==> config.mk <==
export PLATFORM = sky130hd
export DESIGN_NAME = fpnew_inorder_retire_ctrl
export DESIGN_NICKNAME = d
export VERILOG_FILES = /design/src/rtl/fpnew_inorder_retire_ctrl.sv
export SDC_FILE = /design/constraint.sdc
export NUM_CORES = 1
export LEC_CHECK = 0
export BUFFER_PORTS_ARGS = -buffer_cell sky130_fd_sc_hd__buf_2
export CORE_AREA = 2 2 147 149
export CTS_CLUSTER_DIAMETER = 100
export CTS_CLUSTER_SIZE = 30
export DETAILED_ROUTE_END_ITERATION = 8
export DIE_AREA = 0 0 149 151
export MAX_ROUTING_LAYER = met4
export PLACE_DENSITY = 0.45
export SETUP_SLACK_MARGIN = 0.15
export SYNTH_ARGS = -nofsm -noshare
export SYNTH_HDL_FRONTEND = slang
export SYNTH_SLANG_ARGS = --single-unit
export TNS_END_PERCENT = 5
==> constraint.sdc <==
create_clock -name clk_i -period 5.55 [get_ports clk_i]
set_input_delay 0.2775 -clock clk_i [delete_from_list [all_inputs] [get_ports clk_i]]
set_output_delay 0.2775 -clock clk_i [all_outputs]
set_load 0.05 [all_outputs]
==> src/rtl/fpnew_inorder_retire_ctrl.sv <==
// In-order retirement controller for the FPU opgroup blocks.
// An ordering FIFO of group indices decides which group may drive the single result port.
module fpnew_inorder_retire_ctrl #(
    parameter int unsigned NumGroups = 4,
    parameter int unsigned Depth     = 8,
    parameter int unsigned Width     = 64,
    parameter int unsigned TagWidth  = 1
) (
    input  logic                            clk_i,
    input  logic                            rst_ni,
    input  logic                            in_valid_i,
    output logic                            in_ready_o,
    input  logic [$clog2(NumGroups)-1:0]    opgroup_i,
    input  logic                            flush_i,
    output logic [NumGroups-1:0]            grp_in_valid_o,
    input  logic [NumGroups-1:0]            grp_in_ready_i,
    input  logic [NumGroups-1:0]            grp_out_valid_i,
    output logic [NumGroups-1:0]            grp_out_ready_o,
    input  logic [NumGroups*Width-1:0]      grp_result_i,
    input  logic [NumGroups*5-1:0]          grp_status_i,
    input  logic [NumGroups*TagWidth-1:0]   grp_tag_i,
    output logic                            out_valid_o,
    input  logic                            out_ready_i,
    output logic [Width-1:0]                result_o,
    output logic [4:0]                      status_o,
    output logic [TagWidth-1:0]             tag_o,
    output logic                            busy_o
);

    localparam int unsigned GW = $clog2(NumGroups);
    localparam int unsigned PW = $clog2(Depth);
    localparam int unsigned CW = $clog2(Depth + 1);
    localparam logic [CW-1:0] DepthCnt = CW'(Depth);

    logic [GW-1:0]       fifo_q [Depth];
    logic [PW-1:0]       wr_ptr_q, rd_ptr_q;
    logic [CW-1:0]       cnt_q;
    logic                full, empty, push, pop;
    logic [GW-1:0]       head;

    logic [Width-1:0]    res_arr [NumGroups];
    logic [4:0]          sts_arr [NumGroups];
    logic [TagWidth-1:0] tag_arr [NumGroups];

    for (genvar g = 0; g < NumGroups; g++) begin : g_unpack
        assign res_arr[g] = grp_result_i[g*Width +: Width];
        assign sts_arr[g] = grp_status_i[g*5 +: 5];
        assign tag_arr[g] = grp_tag_i[g*TagWidth +: TagWidth];
    end

    // Full comes from the registered count: a same-cycle pop does not free a slot.
    assign full  = (cnt_q == DepthCnt);
    assign empty = (cnt_q == '0);
    assign head  = fifo_q[rd_ptr_q];
    assign busy_o = !empty;

    always_comb begin
        in_ready_o     = !full && !flush_i && grp_in_ready_i[opgroup_i];
        grp_in_valid_o = '0;
        if (in_valid_i && !full && !flush_i) begin
            grp_in_valid_o[opgroup_i] = 1'b1;
        end
        push = in_valid_i && in_ready_o;
    end

    // Only the head group is released; other finished groups wait with stable data.
    always_comb begin
        out_valid_o     = !empty && !flush_i && grp_out_valid_i[head];
        grp_out_ready_o = '0;
        if (!empty && !flush_i && out_ready_i) begin
            grp_out_ready_o[head] = 1'b1;
        end
        result_o = '0;
        status_o = '0;
        tag_o    = '0;
        if (out_valid_o) begin
            result_o = res_arr[head];
            status_o = sts_arr[head];
            tag_o    = tag_arr[head];
        end
        pop = out_valid_o && out_ready_i;
    end

    always_ff @(posedge clk_i or negedge rst_ni) begin
        if (!rst_ni) begin
            wr_ptr_q <= '0;
            rd_ptr_q <= '0;
            cnt_q    <= '0;
            for (int i = 0; i < Depth; i++) begin
                fifo_q[i] <= '0;
            end
        end else if (flush_i) begin
            wr_ptr_q <= '0;
            rd_ptr_q <= '0;
            cnt_q    <= '0;
        end else begin
            if (push) begin
                fifo_q[wr_ptr_q] <= opgroup_i;
                wr_ptr_q         <= wr_ptr_q + PW'(1);
            end
            if (pop) begin
                rd_ptr_q <= rd_ptr_q + PW'(1);
            end
            if (push && !pop) begin
                cnt_q <= cnt_q + CW'(1);
            end else if (pop && !push) begin
                cnt_q <= cnt_q - CW'(1);
            end
        end
    end

endmodule

==> results.ini <==
[critical_path]
crit_arrival_ns = 4.15
reg2reg_depth = 9
startpoint = rd_ptr_q[0]
startpoint_type = register
timing.rr.end = cnt_q[1]
crit_path_end = cnt_q[1]
crit_type = reg2reg
worstPathRequired_ns = 5.71
setup.reg_to_reg.worst_slack_ns = 1.56
crit_fanout = 36
critPathCaptureType = register
r2r-start = rd_ptr_q[0]

[global_routing]
grt.overflow.total = 0
grt_start_max_net_pins = 72
antenna_found_initial = 3
grt.total_usage_pct = 16.1
busiest_layer = met2
met2_usage_pct = 26.2
grt_pass1_wl_um = 26700
met3_usage_pct = 2.50
gr-usage-met1_pct = 22.0
grt_pass1_vias = 4275

[floorplan]
die_w_um = 149
io_pins = 376
core_region_area_mm2 = 0.0208
die-area_mm2 = 0.0225
start_util_pct = 18.5
die_y_um = 151
rows = 53

[worst_hold_path]
hold_class = in2async

[finish]
nNetsFinal = 967
post-route-util_pct = 28.6
synthToLayoutAreaGrowth_pct = 54.4
final_area_mm2 = 0.00595
drive_gt1_share_pct = 71.9

[yosys]
ys_ff_latch = 26
synth-edff-count = 0
synth_ff_type = dfrtp_1
yosysUniqueCellTypes = 38
synth_most_common_cell = mux4_2
yosysSeqAreaShare_pct = 16.9
yosysWarnings = 0
synth_top_area_share_pct = 43.2
synth_largest_area_cell = mux4_2
synth.area.top_cells = mux4_2 43%, dfrtp_1 17%, and3_1 12%
synth_common_cells = 74 x mux4_2, 73 x and3_1, 26 x clkbuf_1, 26 x dfrtp_1, 17 x nand2_1
syn-num-nets = 622
syn_avg_cell_area_um2 = 12.0
synthArstFlopShare_pct = 100
syn_inst = 322
syn_area_mm2 = 0.00386

[sta]
skew_ns = 0.00231
clock.fmax_mhz = 250
relSlewSlack_pct = 44.5
period_share_pct = 71.9
setup_violations = 0
rsz0062_at_grt = no
holdWs_ns = 0.0184
layout_min_cycle_time_ns = 3.99
worst_slew_pin_slew_ns = 0.830
hold_viol = 0
tns_ns = 0
slew_viol_final = 0

[clocking]
post_cts_resized = 0
cts_made_buffers = 3
cts_tree = done
clock_latency_ns = 0.26
root_buffer = clkbuf_16
cts_max_level = 1
clk_pin_slew_ns = 0.07
post_cts_buffers = 0
postCtsHoldBufs = 0
clockBufferDepth = 2
cts.sinks = 26

[detailed_routing]
drt_iter0_markers = 173
dr.pass1.iters = 4
ant_nets = 0
route.detailed.drc = 0
vias_per_cell = 4.61
vias = 4351
drt-wirelength-per-cell_um = 20.5
wl_um = 19400

[power]
ir_drop_v = 0.000206
total_power_mw = 2.34
powerDensity_mw_per_mm2 = 394
p_leak_nw = 3.25

[place]
port_buffers = 375
dp_hpwl_um = 16000
dpl-instance-area_mm2 = 0.00584
gp_congestion = 0.826

[job]
cap_violations = 0

[status]
status = finished clean

-- cell families after synthesis --
family	share of synthesized area, %
flip-flops	16.9
buffers and inverters	8.14
AO/OA/AOI/OAI	1.98
adder cells (fa/ha/maj)	1.82
AND/OR/NAND/NOR	18.8
XOR/XNOR	1.49
multiplexers	50.9
-- critical path, stage by stage (launching register included) --
cell and delay, ns:
dfrtp_1 0.60, mux2i_1 0.13, mux4_4 0.92, mux2i_1 0.27
o22ai_2 0.59, nand2b_1 0.25, inv_2 0.05, fa_1 0.45
or4_1 0.51, o311ai_1 0.10
-- layout make-up --
class,instances,area (um2)
flip-flops and latches,26,651
well taps,275,344
fillers,2252,14900
inverters,7,26.3
multi-input cells,250,2910
repair buffers,379,1910
clock inverters,1,30.0
diodes,3,7.51
clock buffers,3,75.1
-- stage by stage --
stage          setup slack [ns]  std cells
6_report                   1.56        944
5_1_grt                    1.32        944
4_1_cts                    1.52        941
3_5_place_dp               1.54        937
3_3_place_gp               1.65        937
2_1_floorplan              2.42        322
-- how the worst min path moves through the flow --
| stage | cells past startpoint | endpoint | start | slack, ns |
|---|---|---|---|---|
| floorplan | 0 | cnt_q[0] | rst_ni | -0.02 |
| global placement | 1 | fifo_q[1] | rst_ni | 0.33 |
| detailed placement | 1 | fifo_q[0] | rst_ni | 0.32 |
| CTS | 1 | fifo_q[0] | rst_ni | 0.04 |
| global route | 1 | fifo_q[11] | rst_ni | 0.06 |
| finish | 1 | fifo_q[1] | rst_ni | 0.02 |
-- layout by cell type, fill, tap and decap left out, drive strengths merged, types with 2 or more instances in the layout --
master,n
inv,7
mux2i,10
dfrtp,26
nor4,2
a21oi,4
diode,3
nand2,17
nor3b,5
xnor2,3
mux4,74
and3,73
nand2b,2
mux2,17
buf,379
nor2,15
nor3,5
nand3b,2
nand3,2
ha,4
o21ai,2
clkbuf,3
-- sequential cells by signal, indices dropped and copies added, names as in the netlist --
signal and count:
rd_ptr_q 3, cnt_q 4, wr_ptr_q 3, fifo_q 16
-- routing by layer --
metal,share of wire (%),up-vias
met5,0,-
met3,7.8,6
met2,49,201
met4,0.31,0
li1,-,1990
met1,42,2154
-- report_power, final --
part	total [mW]	switching, mW	leakage [nW]	internal, mW
clock	0.210	0.0664	0.0511	0.143
combinational	1.90	1.15	2.85	0.750
sequential	0.238	0.0260	0.355	0.212
total	2.34	1.24	3.25	1.11
No activity file was read; power rests on OpenSTA's default activity.
